<file path="config.mk">
export PLATFORM = sky130hd
export DESIGN_NAME = sum_uart_tx
export DESIGN_NICKNAME = d
export VERILOG_FILES = /design/src/rtl/sum_uart_pkg.sv /design/src/rtl/sum_uart_fifo.sv /design/src/rtl/sum_uart_tx.sv
export SDC_FILE = /design/constraint.sdc
export NUM_CORES = 1
export LEC_CHECK = 0
export BUFFER_PORTS_ARGS = -buffer_cell sky130_fd_sc_hd__buf_2
export CORE_ASPECT_RATIO = 0.75
export CORE_UTILIZATION = 53
export DETAILED_ROUTE_END_ITERATION = 10
export GPL_TIMING_DRIVEN = 0
export PLACE_DENSITY = 0.7
export SYNTH_ARGS = -nofsm -noshare
export SYNTH_HDL_FRONTEND = slang
export SYNTH_SLANG_ARGS = --single-unit
</file>
<file path="constraint.sdc">
create_clock -name clk -period 3.6 [get_ports clk]
set_clock_uncertainty 0.15 [all_clocks]
set_input_delay 0.54 -clock clk [delete_from_list [all_inputs] [get_ports clk]]
set_output_delay 0.54 -clock clk [all_outputs]
set_load 0.05 [all_outputs]
</file>
<file path="src/rtl/sum_uart_pkg.sv">
// Shared types and constants for the sum UART transmitter.
// SUM_UART_PARITY_EN: when defined, frames carry an even-parity bit (8E1).
package sum_uart_pkg;

  typedef enum logic [2:0] {
    IDLE   = 3'd0,
    START  = 3'd1,
    DATA   = 3'd2,
    PARITY = 3'd3,
    STOP   = 3'd4
  } tx_state_t;

  localparam int DATA_BITS = 8;

`ifdef SUM_UART_PARITY_EN
  localparam int FRAME_BITS = 11;
`else
  localparam int FRAME_BITS = 10;
`endif

endpackage

</file>
<file path="src/rtl/sum_uart_fifo.sv">
// Small synchronous FIFO buffering sum bytes ahead of the serialiser.
// Pushes while full and pops while empty are ignored; head data is
// presented combinationally on pop_data.
module sum_uart_fifo #(
  parameter int DEPTH = 4,
  parameter int WIDTH = 8
) (
  input  logic                       clk,
  input  logic                       rst_n,
  input  logic                       push,
  input  logic [WIDTH-1:0]           push_data,
  input  logic                       pop,
  output logic [WIDTH-1:0]           pop_data,
  output logic                       full,
  output logic                       empty,
  output logic [$clog2(DEPTH):0]     count
);

  localparam int AW = $clog2(DEPTH);

  logic [WIDTH-1:0] mem_q [DEPTH];
  logic [WIDTH-1:0] mem_d [DEPTH];
  logic [AW-1:0]    wr_ptr_q, wr_ptr_d;
  logic [AW-1:0]    rd_ptr_q, rd_ptr_d;
  logic [AW:0]      count_q, count_d;
  logic             do_push;
  logic             do_pop;

  assign full     = (count_q == (AW+1)'(DEPTH));
  assign empty    = (count_q == '0);
  assign count    = count_q;
  assign pop_data = mem_q[rd_ptr_q];
  assign do_push  = push && !full;
  assign do_pop   = pop && !empty;

  // Next-state for storage, pointers (wrap naturally) and occupancy.
  always_comb begin
    mem_d    = mem_q;
    wr_ptr_d = wr_ptr_q;
    rd_ptr_d = rd_ptr_q;
    count_d  = count_q;
    if (do_push) begin
      mem_d[wr_ptr_q] = push_data;
      wr_ptr_d        = wr_ptr_q + AW'(1);
    end
    if (do_pop) begin
      rd_ptr_d = rd_ptr_q + AW'(1);
    end
    case ({do_push, do_pop})
      2'b10:   count_d = count_q + (AW+1)'(1);
      2'b01:   count_d = count_q - (AW+1)'(1);
      default: count_d = count_q;
    endcase
  end

  // FIFO registers; reset discards any queued bytes.
  always_ff @(posedge clk or negedge rst_n) begin
    if (!rst_n) begin
      for (int i = 0; i < DEPTH; i++) mem_q[i] <= '0;
      wr_ptr_q <= '0;
      rd_ptr_q <= '0;
      count_q  <= '0;
    end else begin
      mem_q    <= mem_d;
      wr_ptr_q <= wr_ptr_d;
      rd_ptr_q <= rd_ptr_d;
      count_q  <= count_d;
    end
  end

endmodule

</file>
<file path="src/rtl/sum_uart_tx.sv">
// Sum-byte UART transmitter: valid/ready input into a FIFO, then 8N1
// serialisation (8E1 when SUM_UART_PARITY_EN is defined) on tx.
//
// Handshake: a byte transfers on any rising edge where in_valid && in_ready.
// in_ready depends only on registered FIFO occupancy; in_valid while
// in_ready is low never transfers and sets the sticky overflow flag.
module sum_uart_tx
  import sum_uart_pkg::*;
#(
  parameter int CLKS_PER_BIT = 87,
  parameter int FIFO_DEPTH   = 4
) (
  input  logic       clk,
  input  logic       rst_n,
  input  logic [7:0] in_data,
  input  logic       in_valid,
  output logic       in_ready,
  output logic       tx,
  output logic       busy,
  output logic       overflow
);

  localparam int                BAUD_W    = $clog2(CLKS_PER_BIT);
  localparam int                CNT_W     = $clog2(FIFO_DEPTH) + 1;
  localparam logic [BAUD_W-1:0] BAUD_LOAD = BAUD_W'(CLKS_PER_BIT - 1);

  tx_state_t            state_q, state_d;
  logic [BAUD_W-1:0]    baud_q, baud_d;
  logic [DATA_BITS-1:0] shift_q, shift_d;
  logic [2:0]           bit_idx_q, bit_idx_d;
  logic                 tx_q, tx_d;
  logic                 overflow_q, overflow_d;
`ifdef SUM_UART_PARITY_EN
  logic                 parity_q, parity_d;
`endif

  logic                 fifo_pop;
  logic                 fifo_full;
  logic                 fifo_empty;
  logic [7:0]           fifo_data;
  logic [CNT_W-1:0]     fifo_count;
  logic                 bit_end;

  sum_uart_fifo #(
    .DEPTH (FIFO_DEPTH),
    .WIDTH (8)
  ) u_fifo (
    .clk       (clk),
    .rst_n     (rst_n),
    .push      (in_valid),
    .push_data (in_data),
    .pop       (fifo_pop),
    .pop_data  (fifo_data),
    .full      (fifo_full),
    .empty     (fifo_empty),
    .count     (fifo_count)
  );

  assign in_ready = !fifo_full;
  assign tx       = tx_q;
  assign overflow = overflow_q;
  assign busy     = (state_q != IDLE) || (fifo_count != '0);
  assign bit_end  = (baud_q == '0);

  // Frame sequencer: next state, baud count, shifter, pop and next tx level.
  always_comb begin
    state_d    = state_q;
    baud_d     = baud_q;
    shift_d    = shift_q;
    bit_idx_d  = bit_idx_q;
    fifo_pop   = 1'b0;
    overflow_d = overflow_q | (in_valid & fifo_full);
`ifdef SUM_UART_PARITY_EN
    parity_d   = parity_q;
`endif
    case (state_q)
      IDLE: begin
        if (!fifo_empty) begin
          fifo_pop  = 1'b1;
          shift_d   = fifo_data;
          baud_d    = BAUD_LOAD;
          bit_idx_d = '0;
          state_d   = START;
`ifdef SUM_UART_PARITY_EN
          parity_d  = ^fifo_data;
`endif
        end
      end
      START: begin
        if (bit_end) begin
          baud_d    = BAUD_LOAD;
          bit_idx_d = '0;
          state_d   = DATA;
        end else begin
          baud_d = baud_q - BAUD_W'(1);
        end
      end
      DATA: begin
        if (bit_end) begin
          baud_d  = BAUD_LOAD;
          shift_d = {1'b0, shift_q[DATA_BITS-1:1]};
          if (bit_idx_q == 3'd7) begin
`ifdef SUM_UART_PARITY_EN
            state_d = PARITY;
`else
            state_d = STOP;
`endif
          end else begin
            bit_idx_d = bit_idx_q + 3'd1;
          end
        end else begin
          baud_d = baud_q - BAUD_W'(1);
        end
      end
`ifdef SUM_UART_PARITY_EN
      PARITY: begin
        if (bit_end) begin
          baud_d  = BAUD_LOAD;
          state_d = STOP;
        end else begin
          baud_d = baud_q - BAUD_W'(1);
        end
      end
`endif
      STOP: begin
        if (bit_end) begin
          if (!fifo_empty) begin
            // Chain straight into the next frame with no idle bit.
            fifo_pop  = 1'b1;
            shift_d   = fifo_data;
            baud_d    = BAUD_LOAD;
            bit_idx_d = '0;
            state_d   = START;
`ifdef SUM_UART_PARITY_EN
            parity_d  = ^fifo_data;
`endif
          end else begin
            state_d = IDLE;
          end
        end else begin
          baud_d = baud_q - BAUD_W'(1);
        end
      end
      default: state_d = IDLE;
    endcase

    // tx is registered from the level the next state will drive.
    case (state_d)
      START:   tx_d = 1'b0;
      DATA:    tx_d = shift_d[0];
`ifdef SUM_UART_PARITY_EN
      PARITY:  tx_d = parity_d;
`endif
      default: tx_d = 1'b1;
    endcase
  end

  // Sequencer registers; reset forces the line idle-high at once.
  always_ff @(posedge clk or negedge rst_n) begin
    if (!rst_n) begin
      state_q    <= IDLE;
      baud_q     <= '0;
      shift_q    <= '0;
      bit_idx_q  <= '0;
      tx_q       <= 1'b1;
      overflow_q <= 1'b0;
`ifdef SUM_UART_PARITY_EN
      parity_q   <= 1'b0;
`endif
    end else begin
      state_q    <= state_d;
      baud_q     <= baud_d;
      shift_q    <= shift_d;
      bit_idx_q  <= bit_idx_d;
      tx_q       <= tx_d;
      overflow_q <= overflow_d;
`ifdef SUM_UART_PARITY_EN
      parity_q   <= parity_d;
`endif
    end
  end

endmodule

</file>
Word-level counts from Yosys, hierarchy flattened
Index checks and enable logic that the tools add are counted.
Cells by class
  $add $sub $neg: 6
  multiply operators: 0
  div/mod/pow operators: 0
  magnitude comparators: 3
  equality and inequality tests: 13
  shift operators: 0
  mux-type cells: 32
  bitwise logic cells: 4
  reduce and logical (&&, ||, !) cells: 18
Operator list (number)
  8-bit two-way mux: 6
  32-bit bitwise mux: 1
  3-bit two-way mux: 10
  3-bit case mux with 4 select lines: 2
  8-bit case mux with 3 select lines: 1
  7-bit two-way mux: 3
  7-bit case mux with 3 select lines: 1
  8-bit binary-select mux with 2-bit select: 1
  8-bit demux with 2-bit select: 1
  3-bit nonzero test: 4
  3-bit == test, second input constant: 3
  2-bit != test, second input constant: 4
  7-bit logical NOT: 1
  7-bit by 1-bit subtractor with 7-bit output, second input constant: 1
  3-bit by 1-bit adder with 3-bit output, second input constant: 2
  3-bit by 1-bit == test with 1-bit output, second input constant: 2
  3-bit by 2-bit == test with 1-bit output, second input constant: 2
  3-bit greater-or-equal comparator, second input constant: 2
  3-bit logical NOT: 2
  2-bit inverter with 3-bit output: 2
  3-bit case mux with 2 select lines: 1
  5-bit AND reduction: 1
  2-bit by 1-bit adder with 2-bit output, second input constant: 2
  1-bit case mux with 2 select lines: 2
  other kinds (14): 19
Word-level totals
  register bits: 62
  bits in latches: 0
  memory bits (writable): 0
  bits in read-only memories: 0
  input bits: 11
  output and inout port bits: 4
  logic and storage cells: 90
  memories: 0

Logic depth before layout (Yosys ltp)
Gate-level depths: netlist of the first run.
  depth in word-level cells: 8
  depth in mapped cells: 12
  gate-level depth less buffers: 11

By module
A second synthesis of the first run with hierarchy kept.
Second synthesis, totals
  cell total of the unflattened synthesis: 248
  area total of the unflattened synthesis: 3070.4 um^2
By module, submodules not included
  sum_uart_fifo: instances 1, cells an instance 114, area an instance 1784.2 um^2, seq. area each 975.9 um^2
  sum_uart_tx: instances 1, cells an instance 134, area an instance 1286.2 um^2, seq. area each 576.8 um^2

Worst setup path after synthesis of the first run
No wires, ideal clock.
  path type: reg-to-reg
  start point: register baud_q[0]
  end point: register u_fifo.count_q[2] (netlist: u_fifo.count[2])
  setup time: 79 ps
  arrival time: 2365 ps
  data required time: 3371 ps
  setup slack: 1006 ps
  stages on the path, launching flop included: 13
  buffers on the path: 1
  clock period less this slack: 2594 ps
  path through: dfrtp_1 inv_1 ha_1 nor3b_4 a21o_2 and3_1 buf_2 ha_1 inv_1 fa_1 xor2_1 nor2_1 xor2_1
Between the ends
  word-level cells in the longest chain between the ends: 6
  elaborated cells on any way between the ends: 8
  those cells by class: eq/ne: 2; mux: 3; reduce/logical: 3
Ends and longest elaborated chain
  from (decl): RTL line sum_uart_tx.sv:28  | logic [BAUD_W-1:0] baud_q, baud_d;
  from (signal assigned): RTL line sum_uart_tx.sv:172  | baud_q <= baud_d;
  7-bit logical NOT (*): RTL line sum_uart_tx.sv:63  | assign bit_end = (baud_q == '0);
  1-bit two-way mux (*): RTL line sum_uart_tx.sv:126  | if (bit_end) begin
  1-bit case mux with 2 select lines (*): RTL line sum_uart_tx.sv:76  | case (state_q)
  1-bit logical AND (*): RTL line sum_uart_fifo.sv:34  | assign do_pop = pop && !empty;
  named net u_fifo.do_pop: RTL line sum_uart_fifo.sv:27  | logic do_pop;
  2-bit by 1-bit == test with 1-bit output or 2-bit == test (tied branches): RTL line sum_uart_fifo.sv:49  | case ({do_push, do_pop})
  3-bit case mux with 2 select lines or 2-bit nonzero test (tied branches)
  to (signal assigned): RTL line sum_uart_fifo.sv:67  | count_q <= count_d;
  to (decl): RTL line sum_uart_fifo.sv:25  | logic [AW:0] count_q, count_d;
Mark *: on every way through the listed nets, which the timed path passes. The rest lies on a longest branch.
A chain may end at the register's enable or synchronous reset.

Worst setup path in the final report of the first run
Same ends and word-level chain as after synthesis.

==> metrics, run 1 <==
DR DRC count 0; RR Startpoint baud_q[0]$_DFFE_PN0P_; post-route ant nets 0; drt wl/cell roughly 16 microns; Final min period between 2000 and 3000 ps; DIE AREA 5980 sq um; Yosys top cell by area dfrtp_1; Worst setup EP type register; CP Launch Type register; CTS Buffer Depth 2; register bit total from synthesis 62; Skew-Pair Late Insertion Delay ~330 ps; Setup violations, final 0; combinational power share 0.245; core outline area about 5400 sq um; syn avg cell area 12.8 sq um; Unique masters post-synth 47; most frequent cells in the layout dfrtp_1 (61), mux2_2 (34), buf_2 (18); cells after synthesis between 200 and 250; final critical-path share of the clock period 0.813; cell-internal power 1.75 mW; number of global-route vias before repair between 1500 and 2000; H-tree levels 3; relative slew slack 0.483; Post-DP HPWL 3550 microns; Switching Fraction 0.264; PwrDens between 600 and 700 nW/um^2; Slew Viols, Final 0; Post-CTS Setup Bufs 0; cells taking the most area after synthesis dfrtp_1 (51%), mux2_2 (13%), mux4_2 (6.0%), ha_1 (3.3%), a22o_1 (2.6%); Filler Cell Count roughly 450; worst-case vdd ir drop 0.000373 V; Total Wirelength approximately 5300 microns; worst min-delay path class in -> async; unrepaired setup endpoints after global routing no; Max-Cap Viols 0; Async SR Flop Fraction 1.00; drt via density 5.60; commonest non-fill, non-tap cell in the layout dfrtp_1; Leakage about 1.6 nW; clock share of power 0.315; initial core utilization 0.555; Synth top area share 0.508; status finished, final reports clean; initial antenna violation count 0; Post-synth EDFFs 0; global-route wire length before repair about 9300 microns; P&R area growth vs syn 13.8%; Root Driver clkbuf_8; first drt pass iteration count 4; Fin. Hold Viols 0; worst r2r path cells 12; worst-margin pin slew ~770 ps; syn nets between 200 and 300; largest net degree at the start of global routing 63; CTS Buf Count 9; Final TNS setup 0 ps; Site Rows 23; Port Buffer Count 14; synthesized area between 3000 and 4000 sq um; Total GRT Usage 0.214; placer congestion estimate 0.793; CTS Hold Bufs 0; flop2flop setup slack 670 ps; Crit path required time 3710 ps; CTS resizes 0; CP Class reg -> reg; height of the die between 60 and 70 microns; die width around 89 microns; drt initial violations 99; clk sinks 62; n_diodes 0; Reg clk slew, reported paths ~60 ps; CP Data Arrival Time a little over 3000 ps; remaining global-route overflow 0; fmax 0.342 GHz; share of layout cells above drive strength 1 0.337; yosys warns 0; dominant synthesized flop cell dfrtp_1; sequential share of the synthesized area 0.517; via count 1897; Sw Pwr approximately 0.63 mW; post-route setup slack 674 ps; I/O Pins 15; Setup WS pre-CTS roughly 680 ps; CP Max Fanout 9; Nets 279; CTS tree yes; Worst R2R End u_fifo.count[2]$_DFFE_PN0P_; Seq pwr share 0.439
flip-flops by register name, summed over array words and instances, names as in the netlist:
| name | count |
|---|---|
| baud_q | 7 |
| bit_idx_q | 3 |
| overflow | 1 |
| shift_q | 8 |
| state_q | 3 |
| tx | 1 |
| u_fifo.count | 3 |
| u_fifo.mem_q | 32 |
| u_fifo.rd_ptr_q | 2 |
| u_fifo.wr_ptr_q | 2 |
synthesized netlist by cell type (2+ instances only):
cell type	instances
dfrtp_1	61
mux2_2	34
nand2_1	15
inv_1	12
nor2_1	11
a22o_1	9
ha_1	8
mux4_2	8
a21o_1	7
buf_2	5
xnor2_1	5
a21oi_1	4
a31oi_1	4
o21ai_0	4
or3_1	4
xor2_1	4
nand3_1	3
nor3_1	3
buf_4	2
mux2i_1	2
nand4_1	2
nor3_2	2
per-stage QoR:
step	hold slack [ps]	cells	util	power [mW]	cell area (sq um)
final	131	339	0.632	2.37	3420
after detailed placement	307	323	0.586	1.64	3170
after global placement	303	323	0.586	1.61	3170
after floorplan	94.4	234	-	1.49	3000
after global routing	184	339	0.632	2.51	3420
after CTS	297	339	0.632	2.39	3420
layer usage:
metal,track usage,wire length [microns]
met3,0.0709,242
met4,0.0774,25
met1,0.283,2600
met5,0,0
met2,0.334,2440
cells by family (layout without fill, tap and decap cells):
kind of cell | count (synthesis) | count (layout) | synth area share
AO/OA/AOI/OAI | 40 | 40 | 0.103
buffers and inverters | 20 | 50 | 0.0296
flip-flops | 62 | 62 | 0.517
multiplexers | 44 | 44 | 0.194
XOR/XNOR | 9 | 9 | 0.0262
AND/OR/NAND/NOR | 49 | 49 | 0.0866
adder cells (fa/ha/maj) | 10 | 10 | 0.0433
critical path, cell delays in order (launching register included):
cell	delay, ps
dfrtp_1	400
inv_1	70
ha_1	190
nor3b_4	390
a21o_2	230
and3_1	140
buf_2	220
ha_1	210
inv_1	60
fa_1	380
xor2_1	150
nor2_1	120
xor2_1	150
area by class of cell:
cell class                      count  area (sq um)  area share
Clock buffer                       13           159      0.0465
Multi-Input combinational cell    152          1360       0.398
Tap cell                           75          93.8      0.0274
Inverter                           12          45.0      0.0132
Clock inverter                      3          90.1      0.0263
Sequential cell                    62          1550       0.454
Buffer                              8          43.8      0.0128
Timing Repair Buffer               14          72.6      0.0212
worst max path at each step:
stage	from	end	slack, ps
5_1_grt	baud_q[0]$_DFFE_PN0P_	u_fifo.count[2]$_DFFE_PN0P_	420
6_report	baud_q[0]$_DFFE_PN0P_	u_fifo.count[2]$_DFFE_PN0P_	670
2_1_floorplan	baud_q[0]$_DFFE_PN0P_	u_fifo.count[2]$_DFFE_PN0P_	1010
4_1_cts	baud_q[0]$_DFFE_PN0P_	u_fifo.count[2]$_DFFE_PN0P_	670
3_3_place_gp	baud_q[1]$_DFFE_PN0P_	u_fifo.count[2]$_DFFE_PN0P_	770
3_5_place_dp	baud_q[0]$_DFFE_PN0P_	u_fifo.count[2]$_DFFE_PN0P_	680
power by group through the flow:
| stage | registers, mW | logic [mW] | clock network [mW] |
|---|---|---|---|
| 5_1_grt | 1.07 | 0.644 | 0.800 |
| 3_5_place_dp | 1.05 | 0.592 | 0 |
| 2_1_floorplan | 1.03 | 0.460 | 0 |
| 6_report | 1.04 | 0.582 | 0.748 |
| 4_1_cts | 1.04 | 0.593 | 0.763 |
| 3_3_place_gp | 1.04 | 0.566 | 0 |
No activity file was read; power rests on OpenSTA's default activity.
==> run 2, diff against run 1 <==
==> constraint.sdc (replaced) <==
create_clock -name clk -period 2.7 [get_ports clk]
set_clock_uncertainty 0.15 [all_clocks]
set_input_delay 0.405 -clock clk [delete_from_list [all_inputs] [get_ports clk]]
set_output_delay 0.405 -clock clk [all_outputs]
set_load 0.05 [all_outputs]
==> run 2 against run 1 <==
  * Highest routed layer unchanged
  * The run now ends with hold timing left
  * Via count increased by 2.5%
  * Die area unchanged
  * Clock power grew 34%
  * Maximum frequency up 16%
  * Critical endpoint unchanged
  * First-iteration DRC count is 18% lower
==> metrics, run 2 (synthesis gave the netlist of run 1 again) <==
CP Data Arrival Time 2630 ps (was 3030 ps); worst-case vdd ir drop 0.000498 V (was 0.000373 V); RR Startpoint baud_q[0]$_DFFE_PN0P_ (unchanged); Leakage 1.60 nW (was 1.58 nW); P&R area growth vs syn 15.5% (was 13.8%); failing checks hold timing; Largest register FFs 32 (unchanged); drt wl/cell 16.0 microns (was 15.7 microns); worst-margin pin slew 775 ps (about the same); Post-DP HPWL 3550 microns (unchanged); placer congestion estimate 0.793 (unchanged); drt initial violations 81 (was 99); remaining global-route overflow 0 (unchanged); worst r2r path cells 12 (unchanged); final critical-path share of the clock period 0.937 (was 0.813); DIE AREA 5980 sq um (unchanged); via count 1944 (was 1897); H-tree levels 3 (unchanged); number of global-route vias before repair 1925 (was 1916); fmax 0.395 GHz (was 0.342 GHz); global-route wire length before repair 9360 microns (was 9280 microns); Total GRT Usage 0.216 (was 0.214); commonest non-fill, non-tap cell in the layout dfrtp_1 (unchanged); CP peak stage delay 400 ps (about the same); Nets 283 (was 279); Setup violations, final 0 (unchanged); height of the die 67.2 microns (unchanged); CTS Buf Count 9 (unchanged); initial antenna violation count 0 (unchanged); Reg clk slew, reported paths 70 ps (was 60 ps); unrepaired setup endpoints after global routing no (unchanged); final core occ 0.641 (was 0.632); share of layout cells above drive strength 1 0.358 (was 0.337); Crit path required time 2810 ps (was 3710 ps); post-route setup slack 171 ps (was 674 ps); Worst R2R End u_fifo.count[2]$_DFFE_PN0P_ (unchanged); Biggest register u_fifo.mem_q (unchanged); Root Driver clkbuf_8 (unchanged); I/O Pins 15 (unchanged); Setup WS pre-CTS -218 ps (was 682 ps); Worst setup EP type register (unchanged); worst min-delay path class in -> async (unchanged); Filler Cell Count 448 (was 454); drt via density 5.67 (was 5.60); most frequent cells in the layout dfrtp_1 (61), mux2_2 (34), buf_2 (17) (was dfrtp_1 (61), mux2_2 (34), buf_2 (18)); PwrDens 914 nW/um^2 (was 694 nW/um^2); relative slew slack 0.483 (about the same); CP Class reg -> reg (unchanged); Port Buffer Count 14 (unchanged); Final min period 2530 ps (was 2930 ps); Layout Cells excl Fill 343 (was 339); flop2flop setup slack 170 ps (was 670 ps); CTS tree yes (unchanged); Slew Viols, Final 0 (unchanged); Site Rows 23 (unchanged); status finished with violations (was finished, final reports clean); Fin. Hold Viols 4 (was 0); n_diodes 0 (unchanged); clk sinks 62 (unchanged); placed cells 323 (unchanged); CTS Buffer Depth 2 (unchanged); hold slack final -10.4 ps (was 131 ps); CP Launch Type register (unchanged); Max-Cap Viols 0 (unchanged); Regs by FF count u_fifo.mem_q (32), shift_q (8), baud_q (7) (unchanged); Total Wirelength 5490 microns (was 5310 microns); initial core utilization 0.555 (unchanged); Critical Path Slowest Stage Cell dfrtp_1 (unchanged); DR DRC count 0 (unchanged); CP cell instances inv_1 > ha_2 > nor3b_4 > a21o_2 > and3_1 > buf_6 > ha_2 > inv_1 > fa_2 > xor2_1 > nor2_1 > xor2_1 (was inv_1 > ha_1 > nor3b_4 > a21o_2 > and3_1 > buf_2 > ha_1 > inv_1 > fa_1 > xor2_1 > nor2_1 > xor2_1); core outline area 5410 sq um (unchanged); Skew-Pair Late Insertion Delay 330 ps (about the same); largest net degree at the start of global routing 63 (unchanged); first drt pass iteration count 4 (unchanged); die width 88.9 microns (unchanged); post-route ant nets 0 (unchanged); CP Max Fanout 3 (was 9)
-- run 2: routing by layer --
layer,wire length (microns),track usage
met3,251,0.0733
met4,32,0.0774
met1,2610,0.283
met5,0,0
met2,2590,0.338
-- run 2: power breakdown --
| group | internal [mW] | switching [mW] | total, mW |
|---|---|---|---|
| logic | 0.441 | 0.340 | 0.781 |
| clock network | 0.665 | 0.336 | 1.00 |
| registers | 1.22 | 0.166 | 1.39 |
-- run 2: timing repair --
item	in CTS	in global routing
setup endpoints to repair	2	1
buffers inserted	1	3
pin swaps	0	2
hold buffers	0	0
resized for setup	1	5
-- run 2: worst max-delay path, delay by kind of cell (launching register included) --
family                     cells  cell delay, ps
AOI/OAI and AO/OA              1             170
xor gates and xnor gates       2             290
adders and majority gates      3             690
buffers and inverters          3             220
DFF                            1             400
and+or+nand+nor                3             510
-- run 2: how the worst max path moves through the flow --
stage                               start                          end  slack (ps)  cells after the start
floorplan           baud_q[0]$_DFFE_PN0P_  u_fifo.count[2]$_DFFE_PN0P_         110                     12
global placement    baud_q[1]$_DFFE_PN0P_  u_fifo.count[2]$_DFFE_PN0P_        -130                     12
detailed placement  baud_q[0]$_DFFE_PN0P_  u_fifo.count[2]$_DFFE_PN0P_        -220                     12
CTS                 baud_q[0]$_DFFE_PN0P_  u_fifo.count[2]$_DFFE_PN0P_          20                     12
global route        baud_q[0]$_DFFE_PN0P_  u_fifo.count[2]$_DFFE_PN0P_          30                     12
finish              baud_q[0]$_DFFE_PN0P_  u_fifo.count[2]$_DFFE_PN0P_         170                     12
-- run 2: cell type report --
type	instances	area, sq um	share of cell area
Sequential cell	62	1550	0.448
Clock buffer	13	159	0.0458
Timing Repair Buffer	18	103	0.0296
Multi-Input combinational cell	152	1380	0.397
Tap cell	75	93.8	0.0270
Inverter	12	45.0	0.0130
Clock inverter	3	90.1	0.0260
Buffer	8	50.0	0.0144
-- run 2: per-stage QoR --
stage                     total power [mW]  instance area, sq um  TNS (ps)
after global placement                2.14                  3170      -126
after global routing                  3.35                  3470         0
after CTS                             3.19                  3430         0
after floorplan                       1.99                  3000         0
final                                 3.17                  3470         0
after detailed placement              2.19                  3170      -225
==> run 3, diff against run 2 <==
--- a/config.mk
+++ b/config.mk
@@ -5,6 +5,7 @@
 export SDC_FILE = /design/constraint.sdc
 export NUM_CORES = 1
 export LEC_CHECK = 0
+export ABC_AREA = 1
 export BUFFER_PORTS_ARGS = -buffer_cell sky130_fd_sc_hd__buf_2
 export CORE_ASPECT_RATIO = 0.75
 export CORE_UTILIZATION = 53
==> run 3 against run 2 <==
  * The flow still finishes with violations (hold timing)
  * Sequential share of layout area down 1.8 points
  * Largest power group unchanged
  * Largest cell class unchanged
  * Maximum frequency down 0.64%
  * First-iteration DRC count up 65%
  * Clock power down 4%
==> metrics, run 3 <==
synthesized area 3190 sq um (was 3000 sq um); Fin. Hold Viols 13 (was 4); H-tree levels 3 (unchanged); Final min period 2550 ps (was 2530 ps); Commonest cells post-synth nand2_1 (105), dfrtp_1 (61), o21ai_0 (45) (was dfrtp_1 (61), mux2_2 (34), nand2_1 (15)); CTS Buf Count 9 (unchanged); Max-Cap Viols 0 (unchanged); share of layout cells above drive strength 1 0.174 (was 0.358); Reg clk slew, reported paths 70 ps (about the same); Unique masters post-synth 35 (was 47); CTS tree yes (unchanged); post-route ant nets 0 (unchanged); initial core utilization 0.550 (was 0.555); CTS Hold Bufs 0 (unchanged); Setup WS pre-CTS 79.2 ps (was -218 ps); Crit path required time 2770 ps (was 2810 ps); largest net degree at the start of global routing 63 (unchanged); PwrDens 833 nW/um^2 (was 914 nW/um^2); sequential share of the synthesized area 0.487 (was 0.517); count leader, synth nand2_1 (was dfrtp_1); Leakage 1.81 nW (was 1.60 nW); Yosys top cell by area dfrtp_1 (unchanged); cells taking the most area after synthesis dfrtp_1 (48%), nand2_1 (12%), o21ai_0 (7.1%), inv_1 (5.1%), nor2_1 (3.3%) (was dfrtp_1 (51%), mux2_2 (13%), mux4_2 (6.0%), ha_1 (3.3%), a22o_1 (2.6%)); Post-DP HPWL 4750 microns (was 3550 microns); failing checks hold timing (unchanged); Final TNS setup 0 ps (unchanged); Biggest register u_fifo.mem_q (unchanged); syn nets 406 (was 254); Regs by FF count u_fifo.mem_q (32), shift_q (8), baud_q (7) (unchanged); Final Power 3.01 mW (was 3.17 mW); Slew Viols, Final 0 (unchanged); height of the die 69.2 microns (was 67.2 microns); placer congestion estimate 0.830 (was 0.793); Setup violations, final 0 (unchanged); drt initial violations 134 (was 81); remaining global-route overflow 0 (unchanged); worst-margin pin slew 779 ps (was 775 ps); Total Wirelength 6770 microns (was 5490 microns); first drt pass iteration count 4 (unchanged); P&R area growth vs syn 13.4% (was 15.5%); Nets 434 (was 283); register area 1550 sq um (unchanged); Layout Cells excl Fill 497 (was 343); dominant synthesized flop cell dfrtp_1 (unchanged); Port Buffer Count 14 (unchanged); die width 91.6 microns (was 88.9 microns); CP Data Arrival Time 2620 ps (was 2630 ps); I/O Pins 15 (unchanged); CTS Buffer Depth 2 (unchanged); worst-case vdd ir drop 0.000505 V (was 0.000498 V); status finished with violations (unchanged); hold slack final -26.8 ps (was -10.4 ps); Filler Cell Count 489 (was 448); Largest register FFs 32 (unchanged); placed cells 478 (was 323); CP Launch Type register (unchanged); drt wl/cell 13.6 microns (was 16.0 microns); Async SR Flop Fraction 1.00 (unchanged); fmax 0.393 GHz (was 0.395 GHz); CP Class reg -> reg (unchanged); most frequent cells in the layout nand2_1 (103), dfrtp_1 (61), o21ai_0 (45) (was dfrtp_1 (61), mux2_2 (34), buf_2 (17)); cells after synthesis 386 (was 234); Synth top area share 0.479 (was 0.508); clk sinks 62 (unchanged); worst setup path startpoint baud_q[0]$_DFFE_PN0P_ (unchanged); yosys warns 0 (unchanged); post-route setup slack 155 ps (was 171 ps); CP Max Fanout 8 (was 3); initial antenna violation count 0 (unchanged); Worst setup EP type register (unchanged); Root Driver clkbuf_8 (unchanged); Total GRT Usage 0.244 (was 0.216); footprint of the multi-input gates 1420 sq um (was 1380 sq um); relative slew slack 0.481 (was 0.483); drt via density 5.17 (was 5.67); syn avg cell area 8.26 sq um (was 12.8 sq um); global-route wire length before repair 11900 microns (was 9360 microns); final critical-path share of the clock period 0.943 (was 0.937); commonest non-fill, non-tap cell in the layout nand2_1 (was dfrtp_1); Skew-Pair Late Insertion Delay 340 ps (was 330 ps); via count 2570 (was 1944); worst min-delay path class in -> async (unchanged); n_diodes 0 (unchanged); number of global-route vias before repair 2483 (was 1925); DR DRC count 0 (unchanged); register bit total from synthesis 62 (unchanged); RR Startpoint baud_q[0]$_DFFE_PN0P_ (unchanged); Site Rows 24 (was 23); DIE AREA 6340 sq um (was 5980 sq um); Post-synth EDFFs 0 (unchanged); core outline area 5800 sq um (was 5410 sq um)
run 3: kinds of logic after synthesis:
| group | after synthesis | share of synthesized area |
|---|---|---|
| simple gates | 178 | 0.261 |
| compound gates | 77 | 0.134 |
| flops | 62 | 0.487 |
| buf+inv | 56 | 0.0694 |
| fa+ha+maj | 9 | 0.0377 |
| xor+xnor | 4 | 0.0110 |
run 3: per-stage QoR:
stage | util | instance area [sq um]
global route | 0.624 | 3620
finish | 0.624 | 3620
global placement | 0.579 | 3360
detailed placement | 0.580 | 3360
floorplan | - | 3190
CTS | 0.619 | 3590
run 3: layout make-up:
cell class	count	area share
buffer	8	0.0107
clock buffer	12	0.0374
clock inverter	4	0.0263
inverter	48	0.0505
multi-input combinational	268	0.393
sequential	62	0.429
tap	78	0.0270
timing repair buffer	17	0.0263
run 3: power by group:
group	switching [mW]	internal [mW]	total [mW]
logic	0.458	0.256	0.714
clock network	0.349	0.613	0.962
registers	0.148	1.19	1.34
run 3: worst paths after layout:
| kind | endpoint | slack [ps] | cells past startpoint |
|---|---|---|---|
| setup / recovery | u_fifo.count[2]$_DFFE_PN0P_ | 150 | 14 |
| hold / removal | u_fifo.mem_q[16]$_DFFE_PN0P_ | -30 | 1 |
| setup reg to reg | u_fifo.count[2]$_DFFE_PN0P_ | 150 | 14 |
| hold reg to reg | overflow$_DFF_PN0_ | 320 | 1 |
| max in group asynchronous | u_fifo.mem_q[7]$_DFFE_PN0P_ | 1900 | 1 |
| min in group clk | overflow$_DFF_PN0_ | 180 | 2 |
run 3: repair_timing:
item / CTS / global route
gates resized for setup: 0 / 2
endpoints found under the setup margin: 0 / 1
buffers inserted: 0 / 3
run 3: worst max-delay path: stages, from the launching register on:
cell     delay [ps]
dfrtp_1         390
inv_1            60
ha_1            200
nand2_2         100
nor2_4          160
nand2_4         110
nand2_2         100
nand2_1          90
inv_2            90
ha_1            140
inv_1            60
fa_1            370
a21oi_1         140
o21ai_0         110
xor2_1          150
run 3: per-layer routing:
metal / routed length [microns] / GRT usage / part of all wire / vias to the layer above
li1: - / - / - / 1297
met1: 3500 / 0.362 / 0.52 / 1215
met2: 2880 / 0.350 / 0.43 / 52
met3: 324 / 0.0735 / 0.048 / 6
met4: 59 / 0.0653 / 0.0087 / 0
met5: 0 / 0 / 0 / -
